`config.mk`:
```
export PLATFORM = sky130hd
export DESIGN_NAME = serial_char_rx
export DESIGN_NICKNAME = d
export VERILOG_FILES = /design/src/rtl/uart_rx_pkg.sv /design/src/rtl/sync_2ff.sv /design/src/rtl/serial_char_rx.sv
export SDC_FILE = /design/constraint.sdc
export NUM_CORES = 1
export LEC_CHECK = 0
export BUFFER_PORTS_ARGS = -buffer_cell sky130_fd_sc_hd__buf_4
export CORE_ASPECT_RATIO = 1.1
export CORE_MARGIN = 2
export CORE_UTILIZATION = 30
export CTS_BUF_LIST = sky130_fd_sc_hd__clkbuf_4 sky130_fd_sc_hd__clkbuf_8 sky130_fd_sc_hd__clkbuf_16
export DETAILED_ROUTE_END_ITERATION = 6
export HOLD_SLACK_MARGIN = 0.12
export PLACE_DENSITY_LB_ADDON = 0.1
export SETUP_SLACK_MARGIN = 0.05
export SKIP_LAST_GASP = 1
export SYNTH_ARGS = -nofsm -noshare
export SYNTH_HDL_FRONTEND = slang
export SYNTH_SLANG_ARGS = --single-unit
```
`constraint.sdc`:
```
create_clock -name sys_clk -period 2.84 [get_ports sys_clk]
set_clock_uncertainty 0.15 [all_clocks]
set_input_delay 0.852 -clock sys_clk [delete_from_list [all_inputs] [get_ports sys_clk]]
set_output_delay 0.852 -clock sys_clk [all_outputs]
set_load 0.02 [all_outputs]
```
`src/rtl/uart_rx_pkg.sv`:
```
// ------------------------------------------------------------------
// uart_rx_pkg: FSM encoding and constants shared by the UART receiver.
// Rev 1.0
// ------------------------------------------------------------------
`default_nettype none

package uart_rx_pkg;

  localparam int         DATA_BITS = 8;
  localparam logic [7:0] CR_CODE   = 8'h0D;

  typedef enum logic [2:0] {
    IDLE      = 3'd0,
    START     = 3'd1,
    DATA      = 3'd2,
`ifdef UART_RX_PARITY_EN
    PARITY    = 3'd3,
`endif
    STOP      = 3'd4,
    WAIT_HIGH = 3'd5
  } rx_state_t;

endpackage

`default_nettype wire

```
`src/rtl/sync_2ff.sv`:
```
// ------------------------------------------------------------------
// sync_2ff: two-flop synchronizer with a configurable reset value.
// Rev 1.0
// ------------------------------------------------------------------
`default_nettype none

module sync_2ff #(
  parameter logic RESET_VAL = 1'b1
) (
  input  logic clk,
  input  logic rst_n,
  input  logic d,
  output logic q
);

  logic meta;

  always_ff @(posedge clk or negedge rst_n) begin
    if (!rst_n) begin
      meta <= RESET_VAL;
      q    <= RESET_VAL;
    end else begin
      meta <= d;
      q    <= meta;
    end
  end

endmodule

`default_nettype wire

```
`src/rtl/serial_char_rx.sv`:
```
// ------------------------------------------------------------------
// serial_char_rx: 8N1 UART receiver with 1-entry holding register; even parity via UART_RX_PARITY_EN.
// Rev 1.0
// ------------------------------------------------------------------
`default_nettype none

module serial_char_rx
  import uart_rx_pkg::*;
#(
  parameter int CLKS_PER_BIT = 217
) (
  input  logic       sys_clk,
  input  logic       RST,
  input  logic       rx_in,
  input  logic       enable_serial,
  output logic [7:0] char_in,
  output logic       newChar,
  output logic       frame_err,
  output logic       overrun,
  output logic       parity_err,
  output logic       rx_busy
);

  localparam int            TW       = $clog2(CLKS_PER_BIT);
  localparam logic [TW-1:0] FULL_M1  = TW'(CLKS_PER_BIT - 1);
  localparam logic [TW-1:0] HALF_M1  = TW'(CLKS_PER_BIT / 2 - 1);
  localparam logic [TW-1:0] ONE      = TW'(1);
  localparam logic [2:0]    LAST_IDX = 3'(DATA_BITS - 1);

  rx_state_t     state, state_n;
  logic          rx_s, rx_prev;
  logic [TW-1:0] timer, timer_n;
  logic [2:0]    idx, idx_n;
  logic [7:0]    shift, shift_n;
  logic [7:0]    hold, hold_n;
  logic          valid, valid_n;
  logic [7:0]    char_n;
  logic          new_char_n, frame_err_n, overrun_n;
  logic          byte_done, deliver;

  sync_2ff #(.RESET_VAL(1'b1)) u_sync (
    .clk   (sys_clk),
    .rst_n (RST),
    .d     (rx_in),
    .q     (rx_s)
  );

`ifdef UART_RX_PARITY_EN
  logic par_bad, par_bad_n, parity_err_n;
`endif

  assign rx_busy = (state != IDLE);

  always_ff @(posedge sys_clk or negedge RST) begin
    if (!RST) begin
      state     <= IDLE;
      rx_prev   <= 1'b1;
      timer     <= '0;
      idx       <= '0;
      shift     <= '0;
      hold      <= '0;
      valid     <= 1'b0;
      char_in   <= 8'h00;
      newChar   <= 1'b0;
      frame_err <= 1'b0;
      overrun   <= 1'b0;
    end else begin
      state     <= state_n;
      rx_prev   <= rx_s;
      timer     <= timer_n;
      idx       <= idx_n;
      shift     <= shift_n;
      hold      <= hold_n;
      valid     <= valid_n;
      char_in   <= char_n;
      newChar   <= new_char_n;
      frame_err <= frame_err_n;
      overrun   <= overrun_n;
    end
  end

`ifdef UART_RX_PARITY_EN
  always_ff @(posedge sys_clk or negedge RST) begin
    if (!RST) begin
      par_bad    <= 1'b0;
      parity_err <= 1'b0;
    end else begin
      par_bad    <= par_bad_n;
      parity_err <= parity_err_n;
    end
  end
`else
  assign parity_err = 1'b0;
`endif

  always_comb begin
    state_n     = state;
    timer_n     = timer;
    idx_n       = idx;
    shift_n     = shift;
    hold_n      = hold;
    valid_n     = valid;
    char_n      = char_in;
    new_char_n  = 1'b0;
    frame_err_n = 1'b0;
    overrun_n   = 1'b0;
    byte_done   = 1'b0;
`ifdef UART_RX_PARITY_EN
    par_bad_n    = par_bad;
    parity_err_n = 1'b0;
`endif
    // Blocking on the previous newChar keeps delivery pulses non-adjacent.
    deliver     = valid && enable_serial && !newChar;

    case (state)
      IDLE: begin
        timer_n = '0;
        idx_n   = '0;
`ifdef UART_RX_PARITY_EN
        par_bad_n = 1'b0;
`endif
        if (rx_prev && !rx_s) state_n = START;
      end
      START: begin
        if (timer == HALF_M1) begin
          timer_n = '0;
          state_n = rx_s ? IDLE : DATA;
        end else begin
          timer_n = timer + ONE;
        end
      end
      DATA: begin
        if (timer == FULL_M1) begin
          timer_n = '0;
          shift_n = {rx_s, shift[7:1]};
          idx_n   = idx + 3'd1;
          if (idx == LAST_IDX) begin
`ifdef UART_RX_PARITY_EN
            state_n = PARITY;
`else
            state_n = STOP;
`endif
          end
        end else begin
          timer_n = timer + ONE;
        end
      end
`ifdef UART_RX_PARITY_EN
      PARITY: begin
        if (timer == FULL_M1) begin
          timer_n = '0;
          state_n = STOP;
          if (rx_s != ^shift) begin
            parity_err_n = 1'b1;
            par_bad_n    = 1'b1;
          end
        end else begin
          timer_n = timer + ONE;
        end
      end
`endif
      STOP: begin
        if (timer == FULL_M1) begin
          timer_n = '0;
          if (rx_s) begin
            state_n = IDLE;
`ifdef UART_RX_PARITY_EN
            byte_done = !par_bad;
`else
            byte_done = 1'b1;
`endif
          end else begin
            frame_err_n = 1'b1;
            state_n     = WAIT_HIGH;
          end
        end else begin
          timer_n = timer + ONE;
        end
      end
      WAIT_HIGH: begin
        if (rx_s) state_n = IDLE;
      end
      default: state_n = IDLE;
    endcase

    if (deliver) begin
      char_n     = hold;
      new_char_n = 1'b1;
      valid_n    = 1'b0;
    end
    // A delivery in the same cycle frees the slot for the incoming byte.
    if (byte_done) begin
      if (!valid || deliver) begin
        hold_n  = shift;
        valid_n = 1'b1;
      end else begin
        overrun_n = 1'b1;
      end
    end
  end

endmodule

`default_nettype wire

```
Yosys cells after proc, flatten, opt, wreduce, memory -nomap -nowiden
Index checks and enable logic that the tools add are counted.

Bits of input ports: 4. Flip-flop bits (word level): 45.

Equality and inequality tests: 13. Reductions and logical operators: 16. Mux-type cells: 26. Add/sub/neg operators: 2.

Operators with widths (number): $mux 3 (8); $pmux 8 s3 (1); $mux 8 (2); $pmux 3 s5 (1); $mux 1 (12); $ne 2x2->1 const B (5); $eq 3x3->1 const B (3); $add 8x1->8 const B (1); $eq 8x7->1 const B (1); $eq 8x8->1 const B (1); $pmux 3 s2 (1); $reduce_and 2->1 (3); $reduce_and 6->1 (1); $reduce_bool 3->1 (2); $add 3x1->3 const B (1); $eq 3x1->1 const B (1); $eq 3x2->1 const B (1); $logic_and 1x1->1 (3); $logic_not 1->1 (3); $logic_not 3->1 (1); $mux 2 (1); $ne 2x1->1 const B (1); $reduce_bool 2->1 (1); $reduce_or 2->1 (1); $logic_or 1x1->1 (1).

Depth between registers and ports, before layout
Depth in word-level cells: 5. Mapped depth: 8. Depth with buffers taken out: 7.

Modules after synthesis
A second synthesis with hierarchy kept.

Cells, all modules: 178. Area total of the unflattened synthesis: 1986.9 sq um.

By module, submodules not included: serial_char_rx (area each 1934.4 sq um, cells an instance 176, sequential area each 1077.3 sq um, times used 1); sync_2ff (area each 52.6 sq um, cells an instance 2, sequential area each 52.6 sq um, times used 1).

Worst setup path before layout
Ideal clock, no wire load.

Kind: reg2reg. Start: register timer[0]. End: register shift[0]. Data arrival time: 1.949 ns. Path slack: 0.616 ns. Cell stages (with the launch flop): 8. Library setup time: 0.125 ns. Cell sequence: dfrtp_1 inv_1 ha_1 nand3_2 or4_4 or3_4 buf_6 mux2_4.

Cells in the longest elaborated chain, start to end: 2.

RTL lines: start, declared (line serial_char_rx.sv:32) `logic [TW-1:0] timer, timer_n;`; start signal, assigned (line serial_char_rx.sv:70) `timer <= timer_n;`; $eq 8x8->1 (line serial_char_rx.sv:133) `if (timer == FULL_M1) begin`; $reduce_and 2->1 (no line); end signal, assigned (line serial_char_rx.sv:72) `shift <= shift_n;`; end, declared (line serial_char_rx.sv:34) `logic [7:0] shift, shift_n;`.

No other way between the ends. A chain may end at the register's enable or synchronous reset.

Final worst setup path
Start: register state[1]. End: output rx_busy.

Cells in the longest elaborated chain, start to end: 1.

RTL lines: start, declared (line serial_char_rx.sv:30) `rx_state_t state, state_n;`; start signal, assigned (line serial_char_rx.sv:68) `state <= state_n;`; $reduce_bool 3->1 (line serial_char_rx.sv:52) `assign rx_busy = (state != IDLE);`; end, declared (line serial_char_rx.sv:21) `output logic rx_busy`.

No other way between the ends.

==> results.md <==
* Synth Area in XOR/XNOR at 0%
* Hpwl dp at 2486 µm
* Die Span X at 82.06 µm
* Most Used Layer, Global Route: met2
* Cts bufs inserted at 5
* Netlist cell types at 38
* Commonest non-fill, non-tap cell in the layout: dfrtp_1
* Layout Area Growth over Synthesis at 13.19%
* Routed length per instance at 12.46 µm
* Postcts setup bufs at 0
* CTS resizes at 0
* Final Wtd Congestion at 0.7524
* Relative slew slack at 62.20%
* CP arrival at 1.45 ns
* Layout cells sized above 1 at 23.88%
* Critical Path Slowest Stage Cell: dfrtp_1
* Final Worst Setup Slack at 0.3917 ns
* Req. time, crit path at 1.84 ns
* Crit start category: register
* Tmin final at 2.448 ns
* Starting density of the core at 30.67%
* Logic gate share of total power at 21.0%
* Met2 Use GR at 16.40%
* CP max stage delay at 0.50 ns
* Synth Cell Area at 2011 µm²
* Endpoints failing hold at 0
* Met1 track utilization from global routing at 14.45%
* Part of the power in registers at 52.2%
* Clk slew on worst S/H paths at 0.08 ns
* Worst slew pin tran at 0.5670 ns
* Overflow left after global routing at 0
* Switching Share at 33.15%
* Sequential fraction of the synthesis area at 56.19%
* Crit share post-route at 86.21%
* Drt first pass iters at 4
* Routing usage on met3 at 3.012%
* Vias in the first global route at 1,280
* NumNets Final at 208
* CP Capture Type: primary output
* PD cells at 647.0 nW/µm²
* Worst Setup SP: state[1]
* Hold Startpoint: u_sync.meta
* R2R Setup Slk at 0.55 ns
* Initial antenna violation count at 0
* Max-cap viol count at 0
* Hold buffers post-CTS at 0
* Final setup violation count at 0
* Reg2Reg Depth at 6
* Synth Area in Compound Gates at 8.152%
* Internal power at 984.3 µW
* Post-layout util at 34.72%
* DP Worst Slack at 0.5326 ns
* Hold endpoint: u_sync.q
* Syn Area/Cell at 10.93 µm²
* Sw Pwr at 488.2 µW
* FF-to-FF Start: timer[0]
* Die Height at 89.87 µm
* Clock Power Share at 26.8%
* Achievable Freq at 408.5 MHz
* Largest family of logic cells by synthesized area: simple AND/OR/NAND/NOR gates
* Clock latency on the worst-skew pair at 0.29 ns
* Reg2reg end: timer[4]
* Port buffer count at 15
* Cell family with most CP delay: flip-flops
* Hold WC Path Type: register to register
* Total global-route track usage at 10.73%
* Flop and latch count out of synthesis at 45
* Vias at 1,326
* Post-synth EDFFs at 0
* Post-synthesis cell count at 184
* Die area at 7374 µm²
* Cell Area, Placed at 2186 µm²
* CTS max path bufs at 2
* Cell depth of the worst hold path at 0
* CP Class: register to primary output
* LEAKAGE at 0.001160 µW
* Mux contribution to synthesized area at 11.08%
* Via density at 4.686
* Root buffer cell: clkbuf_8
* Row count at 31
* H-tree depth at 2
* Syn Nets at 192
* Number of DRC violations after detailed routing at 0
* Starting DRT DRC Count at 78
* Final wirelength at 3525 µm
* RSZ-0062 raised after global routing: no
* N_diodes at 0
* CP max FO at 12
* WHS at 0.2117 ns
* Number of I/O pins at 17
* Setup tns final at 0 ns
* Final count of pins violating max slew at 0
* Asr flop ratio synth at 100.0%
* Ys Warns at 0
* Core footprint at 6555 µm²
* Worst ir drop on vdd at 0.0002628 V
* CTS tree: built
* Largest net degree at the start of global routing at 46
* Synth Area in Adders at 2.489%
* Status: complete, no violations
* Post-Synth Simple-Gate Area at 17.86%
* Routed Antenna Nets at 0
* WP buf/inv at 2
* Finished Cell Area at 2276 µm²
* First-pass GRT wire length at 6154 µm
* Cell Chain, Critical Path: nor3_1, inv_1, buf_4
* Commonest non-fill, non-tap cells in the layout: 42 x dfrtp_1, 35 x nand2_1, 17 x buf_4, 11 x nor2_1, 10 x mux2_2
* CTS sink count at 45
* Post-synth top flop: dfrtp_1
-- metal layers --
layer / wire [µm] / vias up
met3: 141 / 4
met4: 50 / 0
met1: 1590 / 634
met5: 0 / -
li1: - / 664
met2: 1743 / 24
-- worst reg2reg max path: cells and delay by family, from the launching register on --
family / cells / cell delay [ns]
flops: 1 / 0.43
fa+ha+maj: 1 / 0.28
simple gates: 1 / 0.16
compound gates: 4 / 1.19
-- flip-flops by register name, indices dropped and copies added, names as in the netlist, 3 cells and up --
signal	flops
char_in	8
hold	8
idx	3
shift	8
state	3
timer	8
-- power groups by stage --
stage	clock network [µW]	registers [µW]	logic [µW]
floorplan	0	728	296
global placement	0	779	308
detailed placement	0	781	312
CTS	420	767	315
global route	448	783	358
finish	395	768	310
-- through the flow --
stage,total power [µW],instances
finish,1473,283
global route,1589,283
CTS,1502,283
detailed placement,1093,275
global placement,1087,275
floorplan,1023,184
-- synth_stat cells (2+ instances only) --
| cell | n | area, µm² |
|---|---|---|
| nand2b_1 | 5 | 31.28 |
| mux2_4 | 6 | 90.09 |
| mux2i_1 | 2 | 20.02 |
| dfstp_2 | 3 | 78.83 |
| and3_1 | 4 | 25.02 |
| clkbuf_1 | 2 | 7.510 |
| inv_1 | 6 | 22.52 |
| nor3b_1 | 2 | 15.01 |
| nor4_1 | 2 | 12.51 |
| buf_2 | 2 | 10.01 |
| nor2_1 | 11 | 41.29 |
| mux2_2 | 10 | 112.6 |
| a31oi_1 | 6 | 37.54 |
| nand3_1 | 6 | 30.03 |
| nand2_1 | 35 | 131.4 |
| ha_1 | 4 | 50.05 |
| dfrtp_1 | 42 | 1051 |
| buf_6 | 2 | 22.52 |
| nor3_1 | 4 | 20.02 |
| a21oi_1 | 7 | 35.03 |
| buf_4 | 2 | 15.01 |
| o21ai_0 | 5 | 25.02 |
-- kinds of logic after synthesis --
family,count (synthesis)
simple gates,75
fa+ha+maj,4
buf+inv,15
mux,18
compound gates,26
flops,45
other cells,1
-- layout make-up --
type / count / area [µm²]
Tap cell: 82 / 102.6
Fill cell: 674 / 4279
Clock buffer: 5 / 68.82
Inverter: 7 / 26.28
Clock inverter: 3 / 21.27
Sequential cell: 45 / 1130
Multi-Input combinational cell: 124 / 799.5
Timing Repair Buffer: 17 / 127.6
-- worst max-delay path by stage --
| stage | slack (ns) | cells past startpoint | end |
|---|---|---|---|
| after floorplan | 0.62 | 7 | shift[0] |
| after global placement | 0.52 | 5 | hold[6] |
| after detailed placement | 0.53 | 5 | hold[4] |
| after CTS | 0.36 | 3 | rx_busy |
| after global routing | 0.19 | 3 | rx_busy |
| final | 0.39 | 3 | rx_busy |
Note: power is estimated with default switching activity, not from simulation.
